**config.mk**
```make
export PLATFORM = sky130hd
export DESIGN_NAME = sd_pixel_packer
export DESIGN_NICKNAME = d
export VERILOG_FILES = /design/src/rtl/sd_pixel_packer.sv
export SDC_FILE = /design/constraint.sdc
export NUM_CORES = 1
export LEC_CHECK = 0
export CORE_MARGIN = 2
export CORE_UTILIZATION = 25
export CTS_BUF_LIST = sky130_fd_sc_hd__clkbuf_2
export CTS_CLUSTER_SIZE = 14
export DETAILED_ROUTE_END_ITERATION = 8
export HOLD_SLACK_MARGIN = 0.08
export PLACE_DENSITY = 0.4
export SETUP_SLACK_MARGIN = 0.2
export SLEW_MARGIN = 10
export SYNTH_ARGS = -nofsm -noshare
export SYNTH_HDL_FRONTEND = slang
export SYNTH_SLANG_ARGS = --single-unit
```
**constraint.sdc**
```tcl
create_clock -name CLK -period 2.46 [get_ports CLK]
set_input_delay 0.492 -clock CLK [delete_from_list [all_inputs] [get_ports CLK]]
set_output_delay 0.492 -clock CLK [all_outputs]
set_load 0.01 [all_outputs]
```
**src/rtl/sd_pixel_packer.sv**
```systemverilog
// SD-card byte stream to SDRAM word packer: strips a per-frame header and buffers payload words.
// Optional macro SD_PIXEL_PACK2_EN packs two payload bytes per 16-bit word.
module sd_pixel_packer #(
  parameter int unsigned FRAME_PIXELS = 307200,
  parameter int unsigned HDR_BYTES    = 54,
  parameter int unsigned FIFO_DEPTH   = 4
) (
  input  logic        CLK,
  input  logic        RESET,
  input  logic        START,
  input  logic [7:0]  IN_DATA,
  input  logic        IN_VALID,
  output logic [15:0] WR_DATA,
  output logic        WR_VALID,
  input  logic        WR_READY,
  output logic        RW_SYNC,
  output logic        FRAME_DONE,
  output logic        OVERFLOW,
  output logic        BUSY
);

  localparam int unsigned CntW = $clog2(FRAME_PIXELS + 1);
  localparam int unsigned HdrW = (HDR_BYTES > 1) ? $clog2(HDR_BYTES) : 1;
  localparam int unsigned PtrW = $clog2(FIFO_DEPTH);
  localparam int unsigned OccW = PtrW + 1;

  localparam logic [CntW-1:0] CntLast = CntW'(FRAME_PIXELS - 1);
  localparam logic [HdrW-1:0] HdrLast = HdrW'((HDR_BYTES > 0) ? HDR_BYTES - 1 : 0);
  localparam logic [OccW-1:0] OccFull = OccW'(FIFO_DEPTH);

  typedef enum logic [1:0] {StIdle, StHeader, StStream, StFlush} state_e;

  state_e          state_q, state_d;
  logic [HdrW-1:0] hdr_cnt_q, hdr_cnt_d;
  logic [CntW-1:0] byte_cnt_q, byte_cnt_d;
  logic            rw_sync_q, rw_sync_d;
  logic            frame_done_q, frame_done_d;
  logic            overflow_q;
  logic            clr_ovf;
  logic            push;
  logic [15:0]     push_data;

`ifdef SD_PIXEL_PACK2_EN
  logic [7:0]      pack_q, pack_d;
  logic            phase_q, phase_d;
`endif

  logic [15:0]     mem_q [FIFO_DEPTH];
  logic [PtrW-1:0] wr_ptr_q, rd_ptr_q;
  logic [OccW-1:0] occ_q;
  logic            pop, full, push_ok, drop;

  // Frame sequencing and byte-to-word assembly
  always_comb begin
    state_d      = state_q;
    hdr_cnt_d    = hdr_cnt_q;
    byte_cnt_d   = byte_cnt_q;
    rw_sync_d    = 1'b0;
    frame_done_d = 1'b0;
    clr_ovf      = 1'b0;
    push         = 1'b0;
    push_data    = 16'h0000;
`ifdef SD_PIXEL_PACK2_EN
    pack_d       = pack_q;
    phase_d      = phase_q;
`endif
    case (state_q)
      StIdle: begin
        if (START) begin
          clr_ovf    = 1'b1;
          hdr_cnt_d  = '0;
          byte_cnt_d = '0;
`ifdef SD_PIXEL_PACK2_EN
          pack_d     = 8'h00;
          phase_d    = 1'b0;
`endif
          if (HDR_BYTES == 0) begin
            state_d   = StStream;
            rw_sync_d = 1'b1;
          end else begin
            state_d   = StHeader;
          end
        end
      end
      StHeader: begin
        if (IN_VALID) begin
          if (hdr_cnt_q == HdrLast) begin
            state_d    = StStream;
            rw_sync_d  = 1'b1;
            byte_cnt_d = '0;
          end else begin
            hdr_cnt_d  = hdr_cnt_q + HdrW'(1);
          end
        end
      end
      StStream: begin
        if (IN_VALID) begin
          byte_cnt_d = byte_cnt_q + CntW'(1);
`ifdef SD_PIXEL_PACK2_EN
          if (phase_q) begin
            push      = 1'b1;
            push_data = {IN_DATA, pack_q};
            phase_d   = 1'b0;
          end else if (byte_cnt_q == CntLast) begin
            // Odd frame length: the lone final byte goes out zero-extended
            push      = 1'b1;
            push_data = {8'h00, IN_DATA};
          end else begin
            pack_d    = IN_DATA;
            phase_d   = 1'b1;
          end
`else
          push      = 1'b1;
          push_data = {8'h00, IN_DATA};
`endif
          if (byte_cnt_q == CntLast) begin
            frame_done_d = 1'b1;
            state_d      = StFlush;
          end
        end
      end
      StFlush: begin
        if (occ_q == '0) begin
          state_d = StIdle;
        end
      end
      default: state_d = StIdle;
    endcase
  end

  always_ff @(posedge CLK) begin
    if (RESET) begin
      state_q      <= StIdle;
      hdr_cnt_q    <= '0;
      byte_cnt_q   <= '0;
      rw_sync_q    <= 1'b0;
      frame_done_q <= 1'b0;
    end else begin
      state_q      <= state_d;
      hdr_cnt_q    <= hdr_cnt_d;
      byte_cnt_q   <= byte_cnt_d;
      rw_sync_q    <= rw_sync_d;
      frame_done_q <= frame_done_d;
    end
  end

`ifdef SD_PIXEL_PACK2_EN
  always_ff @(posedge CLK) begin
    if (RESET) begin
      pack_q  <= 8'h00;
      phase_q <= 1'b0;
    end else begin
      pack_q  <= pack_d;
      phase_q <= phase_d;
    end
  end
`endif

  // Output word buffer; a pop frees a slot for a same-cycle push when full
  assign pop     = (occ_q != '0) && WR_READY;
  assign full    = (occ_q == OccFull);
  assign push_ok = push && (!full || pop);
  assign drop    = push && full && !pop;

  always_ff @(posedge CLK) begin
    if (push_ok) begin
      mem_q[wr_ptr_q] <= push_data;
    end
  end

  always_ff @(posedge CLK) begin
    if (RESET) begin
      wr_ptr_q   <= '0;
      rd_ptr_q   <= '0;
      occ_q      <= '0;
      overflow_q <= 1'b0;
    end else begin
      if (push_ok) begin
        wr_ptr_q <= wr_ptr_q + PtrW'(1);
      end
      if (pop) begin
        rd_ptr_q <= rd_ptr_q + PtrW'(1);
      end
      case ({push_ok, pop})
        2'b10:   occ_q <= occ_q + OccW'(1);
        2'b01:   occ_q <= occ_q - OccW'(1);
        default: occ_q <= occ_q;
      endcase
      if (clr_ovf) begin
        overflow_q <= 1'b0;
      end else if (drop) begin
        overflow_q <= 1'b1;
      end
    end
  end

  assign WR_VALID   = (occ_q != '0);
  assign WR_DATA    = WR_VALID ? mem_q[rd_ptr_q] : 16'h0000;
  assign RW_SYNC    = rw_sync_q;
  assign FRAME_DONE = frame_done_q;
  assign OVERFLOW   = overflow_q;
  assign BUSY       = (state_q != StIdle);

endmodule

```
==> impl_metrics.json <==
{
  "fmax_mhz": 436.7,
  "drcViolationCount": 0,
  "cts_buffers": 9,
  "netlist_area_um2": 3386,
  "post_drt_via_cell_ratio": 4.290,
  "worstSetupPathType": "reg -> out",
  "finish.net_count": 380,
  "rows": 42,
  "drtAntennaViolNets": 0,
  "cts-hold-fix-buffers": 0,
  "clock-sinks": 71,
  "synth-seq-cells": 71,
  "route.detailed.wl_per_inst_um": 13.30,
  "cp_top_family": "multiplexers",
  "wire_length_after_detailed_routing_um": 7104,
  "crit_required_ns": 1.97,
  "cap_viol_max_count": 0,
  "finClkSkew_ns": 0.01422,
  "hp-class": "reg -> reg",
  "min_period_over_period_pct": 93.09,
  "cts-root-buf": "sky130_fd_sc_hd__clkbuf_2",
  "flow.area_growth_from_synthesis_pct": 25.28,
  "fin_cells": 534,
  "tritoncts": "yes",
  "crit_arrival_ns": 1.80,
  "fp.dieArea_um2": 14490,
  "drtPass1Iterations": 3,
  "timing.critical_path.cells": "buf_12 > mux4_2 > and2_4 > buf_6",
  "number_of_global_route_vias_before_repair": 2355,
  "fillCellCount": 1392,
  "synth_cells": 299,
  "finalSetupViolCount": 0,
  "setup.worst_path.end_class": "output port",
  "place.gp.congestion": 0.7338,
  "yosysWarningCount": 0,
  "timing.critical_path.from_type": "flop",
  "floorplan.initialDensity_pct": 25.57,
  "n_antenna_cell": 0,
  "wp_buf_inv": 2,
  "cts_htree_levels": 3,
  "antenna_found_initial": 0,
  "clock_tree.buffer_depth": 2,
  "rsz0062_at_grt": "yes",
  "synth.distinct_cells": 53,
  "reg2reg_setup_slack_ns": 0.31,
  "placement.io_buffers": 25,
  "globalRouteOverflowTotal": 0,
  "clock_edge_transition_at_the_registers_on_the_reported_setup_and_hold_paths_ns": 0.19,
  "synth-edff-count": 32,
  "total_leakage_power_nw": 1.560,
  "synthesis.area_per_instance_um2": 11.32,
  "post-dp-hpwl_um": 4858,
  "outcome": "finished clean",
  "post-layout-total-power_w": 0.003084,
  "num_io_pins": 34,
  "vias": 2291,
  "synth_seq_area_share_pct": 51.44,
  "groute.usage.overall_pct": 10.64,
  "layout-drive-gt1-share_pct": 24.02,
  "grt_pass1_wl_um": 11920,
  "layout_commonest_cell": "sky130_fd_sc_hd__dfxtp_1",
  "die_h_um": 120.4,
  "commonest_non_fill_non_tap_cells_in_the_layout": "sky130_fd_sc_hd__dfxtp_1 (34), sky130_fd_sc_hd__edfxtp_1 (32), sky130_fd_sc_hd__nor2_1 (31)",
  "ys_dominant_reg_cell": "sky130_fd_sc_hd__dfxtp_1",
  "finalWorstPathRequiredPeriod_ns": 2.290,
  "finalHoldViolations": 0,
  "peakVddDrop_mv": 0.5903,
  "cp_max_fo": 8,
  "drtIter0Drc": 66,
  "coreArea_um2": 13240,
  "hold_ws_ns": 0.4996,
  "critical_path.slowest_cell": "sky130_fd_sc_hd__mux4_2",
  "post-place-cells": 512,
  "critical_path.max_stage_delay_ns": 0.51,
  "maximum_number_of_pins_on_one_net_before_global_route_repair": 20,
  "synth-async-reset-ratio_pct": 0,
  "floorplan.die.width_um": 120.4,
  "power.density_cell_area_nw_per_um2": 727.2,
  "clock_network_latency_to_the_later_pin_of_the_worst_skew_pair_ns": 0.50,
  "finalMaxSlewViolations": 0
}
==> area by class of cell <==
class / count / area (um2) / share of cell area, %
timing repair buffer: 53 / 515.5 / 12.15
clock buffer: 10 / 50.05 / 1.180
tap: 176 / 220.2 / 5.192
clock inverter: 6 / 107.6 / 2.537
multi-input combinational: 209 / 1562 / 36.81
sequential: 71 / 1753 / 41.33
inverter: 9 / 33.78 / 0.7965
==> state kept, by name, indices dropped and copies added, names as in the netlist, named ones only <==
name        flops
mem_q          32
byte_cnt_q     19
hdr_cnt_q       6
occ_q           3
rd_ptr_q        2
state_q         2
wr_ptr_q        2
FRAME_DONE      1
OVERFLOW        1
RW_SYNC         1
==> what timing repair did <==
| action | in CTS | in global routing |
|---|---|---|
| gates resized for setup | 47 | 13 |
| endpoints found under the setup margin | 11 | 12 |
| buffers inserted | 4 | 2 |
| pin swaps | 7 | 4 |
==> layer usage <==
metal  global-route usage [%]  wire length [um]  up-vias
li1                         -                 -     1171
met1                    13.35              3382     1078
met2                    17.37              3403       33
met3                    3.349               229        9
met4                    3.488                89        0
met5                        0                 0        -
==> final timing paths <==
path                  start             end  depth (start not counted)
min reg2reg  byte_cnt_q[18]  byte_cnt_q[18]                          2
max reg2reg        occ_q[2]        occ_q[2]                          7
min          byte_cnt_q[18]  byte_cnt_q[18]                          2
max                    flop      WR_DATA[2]                          4
==> synth_stat cells (2+ instances only) <==
library cell | n | area share (%)
sky130_fd_sc_hd__a2111oi_0 | 2 | 0.52
sky130_fd_sc_hd__a21o_1 | 2 | 0.44
sky130_fd_sc_hd__nand2b_1 | 2 | 0.37
sky130_fd_sc_hd__and2_1 | 12 | 2.2
sky130_fd_sc_hd__nor3_2 | 2 | 0.59
sky130_fd_sc_hd__mux2i_1 | 6 | 1.8
sky130_fd_sc_hd__nor2b_1 | 2 | 0.37
sky130_fd_sc_hd__xnor2_1 | 8 | 2.1
sky130_fd_sc_hd__nor2_1 | 31 | 3.4
sky130_fd_sc_hd__and3_1 | 15 | 2.8
sky130_fd_sc_hd__a211oi_1 | 2 | 0.44
sky130_fd_sc_hd__xor2_1 | 13 | 3.4
sky130_fd_sc_hd__mux4_2 | 8 | 5.3
sky130_fd_sc_hd__buf_4 | 8 | 1.8
sky130_fd_sc_hd__edfxtp_1 | 32 | 28
sky130_fd_sc_hd__clkbuf_1 | 5 | 0.55
sky130_fd_sc_hd__or3_1 | 8 | 1.5
sky130_fd_sc_hd__a21oi_1 | 9 | 1.3
sky130_fd_sc_hd__nor3_1 | 3 | 0.44
sky130_fd_sc_hd__nand3_1 | 8 | 1.2
sky130_fd_sc_hd__o21ai_0 | 6 | 0.89
sky130_fd_sc_hd__a31oi_1 | 3 | 0.55
sky130_fd_sc_hd__nand4_1 | 10 | 1.8
sky130_fd_sc_hd__dfxtp_1 | 39 | 23
sky130_fd_sc_hd__inv_1 | 9 | 1.0
sky130_fd_sc_hd__ha_1 | 13 | 4.8
sky130_fd_sc_hd__buf_2 | 2 | 0.30
sky130_fd_sc_hd__nand2_1 | 14 | 1.6
==> cells by family (layout without fill, tap and decap cells) <==
family / after synthesis / after routing / share of synthesized area [%]
AND/OR/NAND/NOR: 120 / 120 / 20.03
flip-flops: 71 / 71 / 51.44
AO/OA/AOI/OAI: 31 / 31 / 6.098
buffers and inverters: 26 / 78 / 4.065
XOR/XNOR: 21 / 21 / 5.432
multiplexers: 15 / 15 / 7.428
adder cells (fa/ha/maj): 14 / 14 / 5.396
other: 1 / 8 / 0.1108
==> where the power goes <==
| part | leakage, nW | switching, W | internal (W) | total [W] |
|---|---|---|---|---|
| Combinational | 0.874 | 0.000464 | 0.000418 | 0.000882 |
| Sequential | 0.592 | 0.0000370 | 0.00131 | 0.00134 |
| Clock | 0.0939 | 0.000417 | 0.000442 | 0.000859 |
| Total | 1.56 | 0.000918 | 0.00217 | 0.00308 |
==> worst reg2reg max path: cells and delay by family (launching register included) <==
family                   cells  cell delay [ns]
AO/OA/AOI/OAI                2             0.33
adder cells (fa/ha/maj)      1             0.33
buffers and inverters        1             0.17
flip-flops                   1             0.42
AND/OR/NAND/NOR              3             0.85
==> stage by stage <==
stage	area [um2]	setup WS (ns)	setup TNS [ns]	util, %
2_1_floorplan	3421	0.2056	0	-
3_3_place_gp	3999	-0.001294	-0.001294	30.20
3_5_place_dp	3999	-0.01497	-0.01497	30.20
4_1_cts	4195	0.05983	0	31.68
5_1_grt	4242	0.03032	0	32.03
6_report	4242	0.1700	0	32.03
Power figures use the tool's default switching activity.
